File: src/rtl/noise_gen_pkg.sv
// Shared types and constants for the Gaussian noise generator.
// Holds the FSM states, SIGNAL_TYPE codes, sample-rate constants and per-channel seed/increment helpers.
package noise_gen_pkg;

  typedef enum logic [1:0] {
    ST_IDLE  = 2'd0,
    ST_RUN   = 2'd1,
    ST_DRAIN = 2'd2
  } state_t;

  localparam logic [1:0] SIG_TYPE_OFF   = 2'd0;
  localparam logic [1:0] SIG_TYPE_LFM   = 2'd1;
  localparam logic [1:0] SIG_TYPE_PHASE = 2'd2;
  localparam logic [1:0] SIG_TYPE_NOISE = 2'd3;

  localparam int SAMP_FREQ_VALUE_DEF = 1625;
  localparam int SAMP_FREQ_SHIFT_DEF = 3;

  // Channel ch starts at 2^(n_ch-1-ch) - 1, so channel 0 gets the largest seed.
  function automatic logic [63:0] default_seed(input int ch, input int n_ch);
    return (64'd1 << (n_ch - ch - 32'sd1)) - 64'd1;
  endfunction

  function automatic logic [63:0] chan_inc(input int ch);
    return 64'(32'sd2 * ch + 32'sd1);
  endfunction

endpackage

File: src/rtl/lcg_channel.sv
// One linear congruential channel: z <= z*(2^L_SHIFT - 1) + INC, modulo 2^LCG_W.
// The top RND_W bits of the current state are exposed as the channel output.
module lcg_channel
  import noise_gen_pkg::*;
#(
  parameter int               LCG_W   = 36,
  parameter int               RND_W   = 12,
  parameter int               L_SHIFT = 5,
  parameter logic [LCG_W-1:0] INC     = {{(LCG_W-1){1'b0}}, 1'b1}
) (
  input  logic             CLK,
  input  logic             RESET,
  input  logic             load,
  input  logic [LCG_W-1:0] seed,
  input  logic             step,
  output logic [RND_W-1:0] rnd
);

  logic [LCG_W-1:0] z;

  // State update; the multiply by 2^L_SHIFT-1 is a shift and a subtract.
  always_ff @(posedge CLK) begin
    if (RESET) begin
      z <= {LCG_W{1'b0}};
    end else if (load) begin
      z <= seed;
    end else if (step) begin
      z <= (z << L_SHIFT) - z + INC;
    end else begin
      z <= z;
    end
  end

  assign rnd = z[LCG_W-1 -: RND_W];

endmodule

File: src/rtl/gauss_noise_gen.sv
// N_CH parallel LCG channels whose top bits are summed into an approximately Gaussian sample.
// Packet control: accept in IDLE, RUN for num samples (or until ABORT), one DRAIN cycle, back to IDLE.
module gauss_noise_gen
  import noise_gen_pkg::*;
#(
  parameter int         N_CH              = 12,
  parameter int         LCG_W             = 36,
  parameter int         RND_W             = 12,
  parameter int         L_SHIFT           = 5,
  parameter int         T_W               = 10,
  parameter int         SAMP_FREQ_VALUE   = SAMP_FREQ_VALUE_DEF,
  parameter int         SAMP_FREQ_SHIFT   = SAMP_FREQ_SHIFT_DEF,
  parameter int         CNT_W             = 32,
  parameter logic [1:0] NOISE_SIGNAL_TYPE = SIG_TYPE_NOISE,
  localparam int        SUM_W             = RND_W + $clog2(N_CH)
) (
  input  logic                  CLK,
  input  logic                  RESET,
  input  logic [1:0]            SIGNAL_TYPE,
  input  logic [T_W-1:0]        T_IMPULSE,
  input  logic [LCG_W-1:0]      SEED_IN,
  input  logic                  SIGN_START_GEN,
  input  logic                  OUT_REG_READY,
  input  logic                  ABORT,
  output logic                  SIGN_START_CALC,
  output logic                  SIGN_STOP_CALC,
  output logic                  SUM_START,
  output logic                  SUM_STOP,
  output logic [N_CH*RND_W-1:0] RND_BUS,
  output logic                  RND_VALID,
  output logic [SUM_W-1:0]      NOISE_SUM,
  output logic                  NOISE_VALID,
  output logic                  BUSY
);

  state_t                  state, state_next;
  logic                    accept, do_step, do_clear, stop_next;
  logic [CNT_W-1:0]        cnt, num, num_calc;
  logic [N_CH*RND_W-1:0]   rnd_all, rnd_bus;
  logic                    rnd_valid, noise_valid, start_pulse, stop_pulse;
  logic [SUM_W-1:0]        sum, noise_sum;

  assign num_calc = (CNT_W'(T_IMPULSE) * CNT_W'(SAMP_FREQ_VALUE)) << SAMP_FREQ_SHIFT;

  for (genvar i = 0; i < N_CH; i++) begin : g_ch
    logic [LCG_W-1:0] seed;
    // A load with a zero seed doubles as the channel clear in DRAIN/abort.
    assign seed = accept ? (LCG_W'(default_seed(i, N_CH)) ^ SEED_IN) : {LCG_W{1'b0}};

    lcg_channel #(
      .LCG_W  (LCG_W),
      .RND_W  (RND_W),
      .L_SHIFT(L_SHIFT),
      .INC    (LCG_W'(chan_inc(i)))
    ) u_lcg (
      .CLK  (CLK),
      .RESET(RESET),
      .load (accept | do_clear),
      .seed (seed),
      .step (do_step),
      .rnd  (rnd_all[i*RND_W +: RND_W])
    );
  end

  // State register.
  always_ff @(posedge CLK) begin
    if (RESET) begin
      state <= ST_IDLE;
    end else begin
      state <= state_next;
    end
  end

  // Next state and datapath strobes; RUN stays one extra cycle after the last sample so STOP shows with it.
  always_comb begin
    state_next = state;
    accept     = 1'b0;
    do_step    = 1'b0;
    do_clear   = 1'b0;
    stop_next  = 1'b0;
    case (state)
      ST_IDLE: begin
        if (SIGN_START_GEN && OUT_REG_READY && (SIGNAL_TYPE == NOISE_SIGNAL_TYPE)) begin
          accept = 1'b1;
          if (num_calc == {CNT_W{1'b0}}) begin
            stop_next  = 1'b1;
            state_next = ST_DRAIN;
          end else begin
            state_next = ST_RUN;
          end
        end else begin
          state_next = ST_IDLE;
        end
      end
      ST_RUN: begin
        if (ABORT) begin
          do_clear   = 1'b1;
          stop_next  = (cnt != num);
          state_next = ST_DRAIN;
        end else if (cnt == num) begin
          do_clear   = 1'b1;
          state_next = ST_DRAIN;
        end else begin
          do_step   = 1'b1;
          stop_next = (cnt == num - CNT_W'(1'b1));
        end
      end
      ST_DRAIN: begin
        do_clear   = 1'b1;
        state_next = ST_IDLE;
      end
      default: begin
        state_next = ST_IDLE;
      end
    endcase
  end

  // Adder tree over the registered channel slices.
  always_comb begin
    sum = {SUM_W{1'b0}};
    for (int i = 0; i < N_CH; i++) begin
      sum = sum + SUM_W'(rnd_bus[i*RND_W +: RND_W]);
    end
  end

  // Counters, pulses, sample register and sum stage.
  always_ff @(posedge CLK) begin
    if (RESET) begin
      cnt         <= {CNT_W{1'b0}};
      num         <= {CNT_W{1'b0}};
      start_pulse <= 1'b0;
      stop_pulse  <= 1'b0;
      rnd_bus     <= {(N_CH*RND_W){1'b0}};
      rnd_valid   <= 1'b0;
      noise_sum   <= {SUM_W{1'b0}};
      noise_valid <= 1'b0;
    end else begin
      start_pulse <= accept;
      stop_pulse  <= stop_next;
      if (accept) begin
        num <= num_calc;
        cnt <= {CNT_W{1'b0}};
      end else if (do_step) begin
        cnt <= cnt + CNT_W'(1'b1);
      end else begin
        cnt <= cnt;
      end
      if (do_step) begin
        rnd_bus   <= rnd_all;
        rnd_valid <= 1'b1;
      end else begin
        rnd_bus   <= {(N_CH*RND_W){1'b0}};
        rnd_valid <= 1'b0;
      end
      noise_sum   <= sum;
      noise_valid <= rnd_valid;
    end
  end

  assign SIGN_START_CALC = start_pulse;
  assign SUM_START       = start_pulse;
  assign SIGN_STOP_CALC  = stop_pulse;
  assign SUM_STOP        = stop_pulse;
  assign RND_BUS         = rnd_bus;
  assign RND_VALID       = rnd_valid;
  assign NOISE_SUM       = noise_sum;
  assign NOISE_VALID     = noise_valid;
  assign BUSY            = (state != ST_IDLE);

endmodule

File: config.mk
export PLATFORM = sky130hd
export DESIGN_NAME = gauss_noise_gen
export DESIGN_NICKNAME = d
export VERILOG_FILES = /design/src/rtl/noise_gen_pkg.sv /design/src/rtl/lcg_channel.sv /design/src/rtl/gauss_noise_gen.sv
export SDC_FILE = /design/constraint.sdc
export NUM_CORES = 2
export LEC_CHECK = 0
export CAP_MARGIN = 20
export CORE_MARGIN = 3
export CORE_UTILIZATION = 55
export DETAILED_ROUTE_END_ITERATION = 16
export PLACE_DENSITY = 0.73
export REMOVE_ABC_BUFFERS = 1
export SETUP_SLACK_MARGIN = 0.3
export SYNTH_ARGS = -nofsm -noshare
export SYNTH_HDL_FRONTEND = slang
export SYNTH_HIERARCHICAL = 1
export SYNTH_SLANG_ARGS = --single-unit
File: constraint.sdc
create_clock -name CLK -period 7.9 [get_ports CLK]
set_clock_uncertainty 0.15 [all_clocks]
set_input_delay 0.79 -clock CLK [delete_from_list [all_inputs] [get_ports CLK]]
set_output_delay 0.79 -clock CLK [all_outputs]
set_load 0.05 [all_outputs]
==> impl_metrics.yaml <==
cts:
  cts_tree: "built"
  cts_buffer_depth: 3
  numClockSinks: 651
  postCtsHoldBufs: 0
  clk_latency_ns: 0.67
  clk_pin_slew_ns: 0.06
  cts.repair.resized: 0
  cts_buffers: 81
  cts_setup_buffers: 0
  htreeDepth: 3
  clock-root-buffer: "clkbuf_16"
setup_path:
  critPathCaptureType: "flip-flop"
  crit_type: "primary input to flip-flop"
  crit_arrival_ns: 6.13
  crit_fanout: 7
  cp.required_ns: 8.29
  critPathLaunchType: "primary input"
finish:
  synthToLayoutAreaGrowth_pct: 7.947
  stdcell_area_sq_um: 60800
  final_util: 0.6027
  drive_above_1_share: 0.05562
  filler_cell_count: 9279
  final-instance-count-excl-fill: 8499
  nets: 7732
status:
  status: "completed"
logic_synthesis:
  synth_area_per_cell_sq_um: 7.765
  yosys-top-cells-area: "dfxtp_1 23%, ha_1 10%, a21oi_1 6.8%, fa_1 5.0%, inv_1 4.5%"
  synthMuxAreaShare: 0.02173
  ys_seq_area_frac: 0.2314
  async_flop_share: 0
  synthCells: 7253
  ys_warn_count: 6
  synth_simple_gate_area_frac: 0.1947
  synth_top_area_share: 0.2314
  synthFlopType: "dfxtp_1"
  post_synth_xor_area_fraction: 0.05816
  synth_top_area_cell: "dfxtp_1"
  synth_area_sq_um: 56320
  synthAdderAreaFrac: 0.1534
  yosys.cell_types.count: 146
  synth_top_family_by_area: "compound AO/OA/AOI/OAI gates"
  synth_compound_area_frac: 0.2461
  synth-edff-count: 0
  ys_ff_latch: 651
grt:
  grt_max_degree: 142
  first_global_vias: 49170
  antenna_found_initial: 16
  grt_overflow: 0
  grt.total_usage: 0.3641
  grt_first_pass_wirelength_mm: 302.7
floorplan:
  dieArea_sq_um: 106300
  initial_core_util: 0.5583
  core_sq_um: 100900
  die-height_um: 326
  rows: 116
  die_w_um: 326
  io_pins: 220
routing:
  via_count: 53660
  drt_iter0_markers: 5843
  drt_wl_total_mm: 201.2
  drc: 0
  ant_nets: 0
  wl_per_cell_um: 23.67
  vias_per_cell: 6.314
  dr.pass1.iters: 7
sta:
  worst_slack_ns: 2.155
  period_share: 0.7272
  period_needed_ns: 5.745
  rsz0062_at_grt: "no"
  setup_viol: 0
  hold_viol: 0
  fmax_mhz: 174.1
  relSlewSlack: 0.2150
  tightestPinTransition_ns: 1.177
  slew_viol_final: 0
flow_run:
  maxCapViolCount: 0
placed_design:
  place_hpwl_mm: 144.5
  portBuffers: 219
  place.gp.congestion: 0.9977
  place_ws_ns: 1.489
  place_area_sq_um: 57960
  place_inst: 8346
pwr:
  power.static_leakage_nw: 26.37
  ir_drop_mv: 0.1720
  power.density_nw_per_um2: 180.8
min_path:
  hp-class: "flip-flop to flip-flop"
[logic make-up (layout without fill, tap and decap cells)]
group | count (synthesis) | count (layout)
buffers and inverters | 1208 | 1093
other | 0 | 4
adder cells (fa/ha/maj) | 606 | 606
XOR/XNOR | 374 | 374
flip-flops | 651 | 651
AO/OA/AOI/OAI | 2079 | 2079
AND/OR/NAND/NOR | 2215 | 2215
multiplexers | 120 | 120
[per-stage QoR]
step,hold WS [ns],TNS [ns],power [mW]
after floorplan,0.2992,-3288.72,6.226
final,0.3111,0,10.99
after CTS,0.3143,0,10.96
after global placement,0.2873,0,6.986
after detailed placement,0.3021,0,7.010
after global routing,0.3477,0,11.51
[registers in the layout, summed over array words and instances, names as in the netlist, 2 cells and up]
signal,flops
NOISE_SUM,16
RND_BUS,144
cnt,32
g_ch.u_lcg/z,432
num,21
state,2
[area by class of cell]
cell class	count	area, sq um	area share
flip-flops and latches	651	13030	0.2144
well taps	1357	1698	0.02793
clock inverters	32	367.9	0.006051
repair buffers	271	2708	0.04454
diodes	4	10.01	0.0001646
inverters	674	2540	0.04178
multi-input cells	5394	38010	0.6253
clock buffers	116	2426	0.03991
[report_power, final]
group,internal [mW],switching (mW),leakage [nW]
Clock,2.37,1.58,1.37
Sequential,3.35,0.0802,5.26
Combinational,1.48,2.14,19.7
Total,7.19,3.80,26.4
[layout by cell type (no fill, tap or decap), types with 179 or more instances in the layout]
cell	netlist	routed
clkdlybuf4s50_1	0	218
a21o_1	179	179
and3_1	204	203
nand2_1	521	520
inv_1	668	667
o21ai_0	264	264
ha_1	465	465
nor2_1	600	596
xnor2_1	215	215
dfxtp_1	651	651
a21oi_1	765	765
nor3_1	236	236
[layer usage]
layer  GRT usage  vias to the layer above  wire [um]
met5           0                        -         22
met3      0.1001                      410      20760
met1      0.5019                    25680      87800
met2      0.5368                     2297      83480
li1            -                    25280          -
met4      0.1451                        4       9134
[final timing paths]
check               start             to  slack [ns]  cells after the start
max          T_IMPULSE[8]       state[0]        2.15                     19
min reg2reg     RND_VALID    NOISE_VALID        0.31                      1
min             RND_VALID    NOISE_VALID        0.31                      1
max reg2reg   RND_BUS[74]  NOISE_SUM[14]        2.45                     18
[Yosys cell counts, drive strengths merged, types with 14 or more instances]
master,count
nand2,523
a41oi,16
or3,54
o221ai,25
nor3b,16
a211o,22
o21bai,51
dfxtp,651
xor2,159
a311oi,17
o211a,14
a31oi,54
or4,31
xnor2,215
nand3b,28
clkbuf,300
o211ai,50
o31ai,31
a2111oi,22
fa,141
and2,72
or2,25
nor2b,72
a221oi,87
nand2b,49
a21boi,21
a31o,15
o21a,54
nor4,38
nand4,106
nor3,237
a21o,181
o21ai,312
a211oi,139
a21oi,774
o22ai,64
mux2i,108
buf,233
inv,669
nor2,601
nand3,114
ha,465
o2111ai,18
and3,207
[worst max-delay path: stages]
cell and delay [ns]:
clkdlybuf4s50_1 0.62, inv_1 0.08, ha_1 0.28, inv_1 0.06
fa_1 0.50, inv_1 0.06, fa_1 0.53, inv_1 0.06
fa_1 0.48, ha_1 0.31, ha_1 0.42, nand4_1 0.20
or2_2 0.35, o211a_1 0.21, a311oi_1 0.31, nand3_1 0.15
nor4_1 0.28, nand3_1 0.19, a32o_1 0.26
Power figures use the tool's default switching activity.
